<file path="src/rtl/mul_pkg.sv">
// rtl/mul_pkg.sv - shared encodings and helpers for the sequential multiplier
//   MUL_OP_*      : RV32M multiply op encodings carried on the op port
//   mul_state_e   : FSM state encodings used by mul_seq
//   mul_cnt_width : width of the step counter, wide enough to hold BITWIDTH itself
package mul_pkg;

  typedef enum logic [1:0] {
    MUL_OP_MUL    = 2'b00,
    MUL_OP_MULH   = 2'b01,
    MUL_OP_MULHSU = 2'b10,
    MUL_OP_MULHU  = 2'b11
  } mul_op_e;

  typedef enum logic [1:0] {
    ST_IDLE = 2'b00,
    ST_CALC = 2'b01,
    ST_NEG  = 2'b10,
    ST_DONE = 2'b11
  } mul_state_e;

  // One extra bit so the remaining-step count (BITWIDTH - cnt) is representable.
  function automatic int mul_cnt_width(input int width);
    return $clog2(width) + 1;
  endfunction

endpackage

</file>
<file path="src/rtl/adder.sv">
// rtl/adder.sv - WIDTH-bit adder built from 4-bit carry-lookahead slices
//   a, b  in  WIDTH  addends
//   cin   in  1      carry in
//   sum   out WIDTH  a + b + cin (low WIDTH bits)
//   cout  out 1      carry out
// WIDTH must be a multiple of 4.
module adder #(
  parameter int WIDTH = 32
) (
  input  logic [WIDTH-1:0] a,
  input  logic [WIDTH-1:0] b,
  input  logic             cin,
  output logic [WIDTH-1:0] sum,
  output logic             cout
);

  localparam int NG = WIDTH / 4;

  // Group carries ripple between slices; each slice resolves its own carries in parallel.
  logic [NG:0] gc;
  assign gc[0] = cin;

  genvar gi;
  generate
    for (gi = 0; gi < NG; gi++) begin : g_cla
      logic [3:0] p;
      logic [3:0] g;
      logic [4:0] c;

      assign p    = a[4*gi +: 4] ^ b[4*gi +: 4];
      assign g    = a[4*gi +: 4] & b[4*gi +: 4];
      assign c[0] = gc[gi];
      assign c[1] = g[0] | (p[0] & c[0]);
      assign c[2] = g[1] | (p[1] & g[0]) | (p[1] & p[0] & c[0]);
      assign c[3] = g[2] | (p[2] & g[1]) | (p[2] & p[1] & g[0])
                  | (p[2] & p[1] & p[0] & c[0]);
      assign c[4] = g[3] | (p[3] & g[2]) | (p[3] & p[2] & g[1])
                  | (p[3] & p[2] & p[1] & g[0])
                  | (p[3] & p[2] & p[1] & p[0] & c[0]);

      assign sum[4*gi +: 4] = p ^ c[3:0];
      assign gc[gi+1]       = c[4];
    end
  endgenerate

  assign cout = gc[NG];

endmodule

</file>
<file path="src/rtl/mul_seq.sv">
// rtl/mul_seq.sv - iterative radix-2 shift-add multiplier for RV32M MUL/MULH/MULHSU/MULHU
//   clk        in   1         clock
//   rst        in   1         synchronous active-high reset
//   flush      in   1         abort current op, back to IDLE next edge
//   in_valid   in   1         operands valid
//   in_ready   out  1         high only in IDLE
//   op         in   2         00 MUL, 01 MULH, 10 MULHSU, 11 MULHU
//   src1       in   BITWIDTH  multiplicand (rs1)
//   src2       in   BITWIDTH  multiplier (rs2)
//   out_valid  out  1         result valid, held until out_ready
//   out_ready  in   1         consumer accepts result
//   result     out  BITWIDTH  low word (MUL) or high word (MULH*)
// Optional macro MUL_EARLY_OUT_EN: finish early once the unconsumed multiplier bits are zero.
module mul_seq
  import mul_pkg::*;
#(
  parameter int BITWIDTH = 32
) (
  input  logic                clk,
  input  logic                rst,
  input  logic                flush,
  input  logic                in_valid,
  output logic                in_ready,
  input  logic [1:0]          op,
  input  logic [BITWIDTH-1:0] src1,
  input  logic [BITWIDTH-1:0] src2,
  output logic                out_valid,
  input  logic                out_ready,
  output logic [BITWIDTH-1:0] result
);

  localparam int CW = mul_cnt_width(BITWIDTH);
  localparam int W2 = 2 * BITWIDTH;

  mul_state_e          state;
  mul_op_e             op_q;
  logic [BITWIDTH-1:0] mcand;
  logic [BITWIDTH-1:0] acc;
  logic [BITWIDTH-1:0] mplr;
  logic [CW-1:0]       cnt;
  logic                neg;

  // Operand conditioning: multiply magnitudes, fix the sign up in NEG.
  logic                sign1, sign2;
  logic [BITWIDTH-1:0] abs1, abs2;

  always_comb begin
    sign1 = ((op == MUL_OP_MULH) || (op == MUL_OP_MULHSU)) && src1[BITWIDTH-1];
    sign2 = (op == MUL_OP_MULH) && src2[BITWIDTH-1];
    // The most negative value maps onto itself, which is its correct unsigned magnitude.
    abs1  = sign1 ? (~src1 + BITWIDTH'(1)) : src1;
    abs2  = sign2 ? (~src2 + BITWIDTH'(1)) : src2;
  end

  // One partial-product step: acc + (mplr[0] ? mcand : 0).
  logic [BITWIDTH-1:0] step_b;
  logic [BITWIDTH-1:0] step_sum;
  logic                step_cout;

  assign step_b = mplr[0] ? mcand : '0;

  adder #(.WIDTH(BITWIDTH)) u_step_add (
    .a    (acc),
    .b    (step_b),
    .cin  (1'b0),
    .sum  (step_sum),
    .cout (step_cout)
  );

  // Two's complement negate of the full product: ~P + 0 + 1.
  logic [W2-1:0] neg_sum;
  logic          unused_neg_cout;

  adder #(.WIDTH(W2)) u_neg_add (
    .a    (~{acc, mplr}),
    .b    ('0),
    .cin  (1'b1),
    .sum  (neg_sum),
    .cout (unused_neg_cout)
  );

  // Next {acc, mplr} in CALC and whether this is the final CALC cycle.
  logic [W2-1:0] calc_p;
  logic          calc_last;

`ifdef MUL_EARLY_OUT_EN
  // Low (BITWIDTH - cnt) bits of mplr are still unconsumed multiplier bits; the rest
  // already hold low product bits. If no further add can be nonzero, one barrel
  // shift by the remaining count finishes the job.
  logic [BITWIDTH-1:0] rem_mask;
  logic [CW-1:0]       rem_cnt;
  logic                early_out;

  always_comb begin
    rem_mask  = {BITWIDTH{1'b1}} >> cnt;
    rem_cnt   = CW'(BITWIDTH) - cnt;
    early_out = ((mplr & rem_mask) == '0) || (mcand == '0);
    calc_p    = early_out ? ({acc, mplr} >> rem_cnt)
                          : {step_cout, step_sum, mplr[BITWIDTH-1:1]};
    calc_last = early_out || (cnt == CW'(BITWIDTH - 1));
  end
`else
  always_comb begin
    calc_p    = {step_cout, step_sum, mplr[BITWIDTH-1:1]};
    calc_last = (cnt == CW'(BITWIDTH - 1));
  end
`endif

  // Final signed product and the word writeback wants.
  logic [W2-1:0]       p_final;
  logic [BITWIDTH-1:0] result_sel;

  always_comb begin
    p_final    = neg ? neg_sum : {acc, mplr};
    result_sel = (op_q == MUL_OP_MUL) ? p_final[BITWIDTH-1:0] : p_final[W2-1:BITWIDTH];
  end

  always_ff @(posedge clk) begin
    if (rst) begin
      state     <= ST_IDLE;
      in_ready  <= 1'b1;
      out_valid <= 1'b0;
      result    <= '0;
      cnt       <= '0;
      neg       <= 1'b0;
      op_q      <= MUL_OP_MUL;
      mcand     <= '0;
      acc       <= '0;
      mplr      <= '0;
    end else if (flush) begin
      state     <= ST_IDLE;
      in_ready  <= 1'b1;
      out_valid <= 1'b0;
    end else begin
      case (state)
        ST_IDLE: begin
          if (in_valid) begin
            op_q     <= mul_op_e'(op);
            neg      <= sign1 ^ sign2;
            mcand    <= abs1;
            acc      <= '0;
            mplr     <= abs2;
            cnt      <= '0;
            in_ready <= 1'b0;
            state    <= ST_CALC;
          end
        end
        ST_CALC: begin
          {acc, mplr} <= calc_p;
          cnt         <= cnt + CW'(1);
          if (calc_last) state <= ST_NEG;
        end
        ST_NEG: begin
          // Always spent, even for a positive product, to keep latency fixed.
          if (neg) {acc, mplr} <= neg_sum;
          result    <= result_sel;
          out_valid <= 1'b1;
          state     <= ST_DONE;
        end
        ST_DONE: begin
          if (out_ready) begin
            out_valid <= 1'b0;
            in_ready  <= 1'b1;
            state     <= ST_IDLE;
          end
        end
        default: state <= ST_IDLE;
      endcase
    end
  end

endmodule

</file>
<file path="config.mk">
export PLATFORM = sky130hd
export DESIGN_NAME = mul_seq
export DESIGN_NICKNAME = d
export VERILOG_FILES = /design/src/rtl/mul_pkg.sv /design/src/rtl/adder.sv /design/src/rtl/mul_seq.sv
export SDC_FILE = /design/constraint.sdc
export NUM_CORES = 1
export LEC_CHECK = 0
export ABC_AREA = 1
export BUFFER_PORTS_ARGS = -buffer_cell sky130_fd_sc_hd__buf_2
export CORE_ASPECT_RATIO = 0.8
export CORE_MARGIN = 2
export CORE_UTILIZATION = 36
export DETAILED_ROUTE_END_ITERATION = 6
export PLACE_DENSITY = 0.66
export SLEW_MARGIN = 10
export SYNTH_ARGS = -nofsm -noshare
export SYNTH_HDL_FRONTEND = slang
export SYNTH_SLANG_ARGS = --single-unit
export TNS_END_PERCENT = 20
</file>
<file path="constraint.sdc">
create_clock -name clk -period 3.4 [get_ports clk]
set_clock_uncertainty 0.1 [all_clocks]
set_input_delay 0.17 -clock clk [delete_from_list [all_inputs] [get_ports clk]]
set_output_delay 0.17 -clock clk [all_outputs]
set_load 0.01 [all_outputs]
</file>
==> results.rst <==
.. list-table::
   :header-rows: 1

   * - Metric
     - Value
   * - Rel. slew slack
     - 24.7%
   * - Inserted Clock Buffers
     - 17
   * - Area contributors post-synth
     - dfxtp_1 26%, nand2_1 13%, inv_1 7.4%, o21ai_0 6.9%, ha_1 6.6%
   * - Aggregate global routing overflow
     - 0
   * - Number of buffers between clock root and the deepest sink
     - 2
   * - GPL Wtd Cong
     - ~0.87
   * - Count of endpoints failing setup in the final report
     - 0
   * - Number of pins exceeding their max-slew limit in the final report
     - 0
   * - Fill count
     - 3,082
   * - Number of flip-flops and latches in the synthesized netlist
     - 141
   * - Final ANT Viol Nets
     - 0
   * - Final setup TNS
     - 0 ns
   * - Max Freq
     - roughly 0.31 GHz
   * - Endpoints failing hold
     - 0
   * - Global router's overall resource usage
     - 20.5%
   * - Startpoint Class
     - flip-flop
   * - Crit share post-route
     - 94.6%
   * - Synth unique cells
     - 50
   * - Half-perimeter wire length after detailed placement
     - 23,900 µm
   * - Mapped Area
     - 0.0108 mm²
   * - Sort of element at the end of the critical path
     - flip-flop
   * - Placement row count
     - between 50 and 60
   * - DIE HEIGHT
     - 159 µm
   * - Antenna violations before repair
     - 1
   * - Via count normalized by instance count
     - 5.35
   * - Synthesized area per cell
     - 6.46 µm²
   * - Number of buffer cells added on primary ports
     - 104
   * - Root Buffer Master
     - clkbuf_16
   * - Number of global-route vias before repair
     - roughly 11,000
   * - Required time of the worst setup path
     - 3.66 ns
   * - Die outline area
     - approximately 0.031 mm²
   * - Number of synthesized flops with an enable pin
     - 0
   * - Non-filler cells, final
     - around 2,200
   * - Max-cap violation count
     - 0
   * - Power Density
     - just under 400 mW/mm²
   * - Peak ir drop on the vdd network
     - 0.341 mV
   * - I/O pins
     - 105
   * - Portion of the post-synthesis area used by sequential elements
     - 26.1%
   * - Final period demand of the worst path
     - ~3.2 ns
   * - Residual DRC
     - 0
   * - H-tree depth
     - 4
   * - Type of the tightest min-delay check
     - in2reg
   * - Number of placed instances with taps included
     - 2,099
   * - Signal arrival time at the worst endpoint
     - between 3 and 4 ns
   * - Proportion of register bits with asynchronous set or reset after synthesis
     - 0%
   * - Worst-case hold slack
     - 0.0108 ns
   * - Core footprint
     - 0.0294 mm²
   * - Share of cells above drive strength 1
     - 12.2%
   * - Number of nets at the end of the flow
     - ~1,900
   * - Largest area contributor in the synthesized netlist
     - dfxtp_1
   * - Drt wl/cell
     - 15.2 µm
   * - CTS clock-pin slew for the worst setup and hold paths
     - 0.06 ns
   * - Ys flop type
     - dfxtp_1
   * - Initial drt markers
     - 756
   * - Yosys warns
     - 0
   * - Post-synthesis instance total
     - 1,671
   * - Clock tree from TritonCTS
     - yes
   * - Worst Path Max Fanout
     - 21
   * - Total number of clock tree sinks
     - between 100 and 150
   * - Worst-margin pin slew
     - 1.13 ns
   * - Fraction of synthesized cell area taken by the top area cell type
     - a little over a quarter
   * - Leakage power summed over all cells
     - 5.93 nW
   * - DR pass1 iterations
     - 7
   * - Clk Latency, worst-skew pair
     - 0.43 ns
   * - Category of the critical setup timing path
     - reg2reg
   * - Floorplan die width
     - 198 µm
   * - Area added between synthesis and finish
     - 17.5%
   * - Pin count of the biggest net entering global routing
     - about 70
   * - Initial Util
     - a little under two fifths
   * - Wire length of the first global-routing pass
     - 52,600 µm
   * - Via count of the routed design
     - between 10,000 and 15,000
   * - Wirelength, routed
     - about 33,000 µm
   * - Net Count, Synth
     - 1,807
   * - Outcome
     - complete, no violations
cell usage in the layout, fill, tap and decap left out, types with 5 or more instances in the layout:
master / n
a221oi_1: 7
inv_1: 212
a32oi_1: 7
or2_2: 5
nand2_2: 7
nor2_1: 137
a21oi_2: 5
o211ai_1: 38
a31oi_1: 27
clkbuf_16: 17
o221ai_1: 19
buf_4: 35
nor3_1: 22
clkbuf_1: 6
inv_2: 5
dlygate4sd3_1: 25
nand2_1: 372
nand4_1: 11
ha_1: 54
xnor2_1: 17
o31ai_1: 11
fa_1: 8
dfxtp_1: 139
a21oi_1: 136
buf_2: 104
xor2_1: 51
nor4_1: 12
nand3_1: 64
o21ai_0: 148
o22ai_1: 20
cell usage after synthesis, types with 2 or more instances:
cell type	number
inv_2	4
clkinv_1	3
nand2_2	2
a221oi_1	7
o211ai_1	38
nand4_4	4
or2_2	5
nand2_1	377
fa_1	8
a21o_1	2
nand4_1	11
o31ai_1	11
a32oi_1	7
o2111ai_1	3
nor4_1	12
xnor2_1	17
a311oi_1	2
nor3_1	24
inv_1	212
nor2_1	142
a31oi_1	27
o221ai_1	19
a21oi_1	139
ha_1	57
a31o_2	4
o21ai_0	149
nand3_1	65
o22ai_1	20
a211oi_1	2
xor2_1	51
clkbuf_1	75
buf_1	9
a21oi_2	2
nor2_4	3
nor3b_1	2
dfxtp_1	141
buf_2	2
state kept, by name (all words and copies together), names as in the netlist:
signal and flops:
op_q 2, mcand 32, result 32, in_ready 1
mplr 32, neg 1, cnt 6, out_valid 1
state 2, acc 32
where the power goes:
group | switching, W | leakage, nW | total, W | internal, W
registers | 0.0000982 | 1.15 | 0.00186 | 0.00176
logic | 0.000758 | 4.51 | 0.00116 | 0.000405
clock network | 0.000733 | 0.278 | 0.00189 | 0.00116
total | 0.00159 | 5.93 | 0.00491 | 0.00332
logic make-up after synthesis:
group / after synthesis / synth area share (%)
DFF: 141 / 26.1
buffers and inverters: 307 / 10.8
xor gates and xnor gates: 68 / 5.52
AOI/OAI and AO/OA: 438 / 23.8
adders and majority gates: 65 / 8.09
and+or+nand+nor: 652 / 25.7
path summary, 6_finish.rpt:
path              slack [ns]  cells after the start        end  startpoint
setup / recovery        0.18                     23    acc[28]     mplr[0]
hold / removal          0.01                      4  mcand[29]    src1[29]
setup reg to reg        0.18                     23    acc[28]     mplr[0]
hold reg to reg         0.37                      2  mcand[31]   mcand[31]
per-layer routing:
layer	part of all wire [%]	wire length (µm)	track usage, %
met5	0	0	0
met4	1.7	563	5.23
met3	5.5	1810	3.65
met2	47	15500	34.6
met1	45	14900	27.0
layout make-up:
type | count | area, µm² | area share [%]
clock inverters | 5 | 80.1 | 0.631
clock buffers | 27 | 503 | 3.97
repair buffers | 166 | 1060 | 8.40
inverters | 220 | 831 | 6.55
diodes | 1 | 2.50 | 0.0197
multi-input cells | 1223 | 6900 | 54.4
well taps | 377 | 472 | 3.72
flip-flops and latches | 141 | 2830 | 22.3
per-stage QoR:
stage	cell area [µm²]	total power (W)	utilization, %	setup slack (ns)
after CTS	12600	0.00492	42.7	0.00536
after global placement	11700	0.00300	39.9	0.0403
final	12700	0.00491	43.1	0.183
after detailed placement	11700	0.00302	39.9	-0.0527
after floorplan	10800	0.00265	-	0.130
after global routing	12700	0.00516	43.1	-0.0565
critical path, stage by stage, from the launching register on:
cell     delay [ns]
dfxtp_4        0.37
buf_4          0.16
buf_6          0.16
nand2_1        0.07
inv_1          0.04
ha_1           0.29
inv_1          0.09
a21oi_2        0.18
nor3_2         0.07
nand2_2        0.09
nand2_1        0.06
nand2_2        0.08
nand2_1        0.06
nand2_2        0.09
nand2_1        0.06
nand2_2        0.10
nand2_1        0.08
nand2_2        0.08
inv_1          0.05
fa_1           0.37
xor2_1         0.16
o21ai_1        0.13
nand2_1        0.08
a21oi_2        0.12
timing repair:
item | in CTS | in global routing
buffers inserted | 0 | 3
gates resized for setup | 2 | 17
pin swaps | 0 | 1
cloned | 0 | 0
endpoints found under the hold margin | 25 | 0
setup endpoints to repair | 2 | 5
hold buffers | 25 | 0
Note: power is estimated with default switching activity, not from simulation.
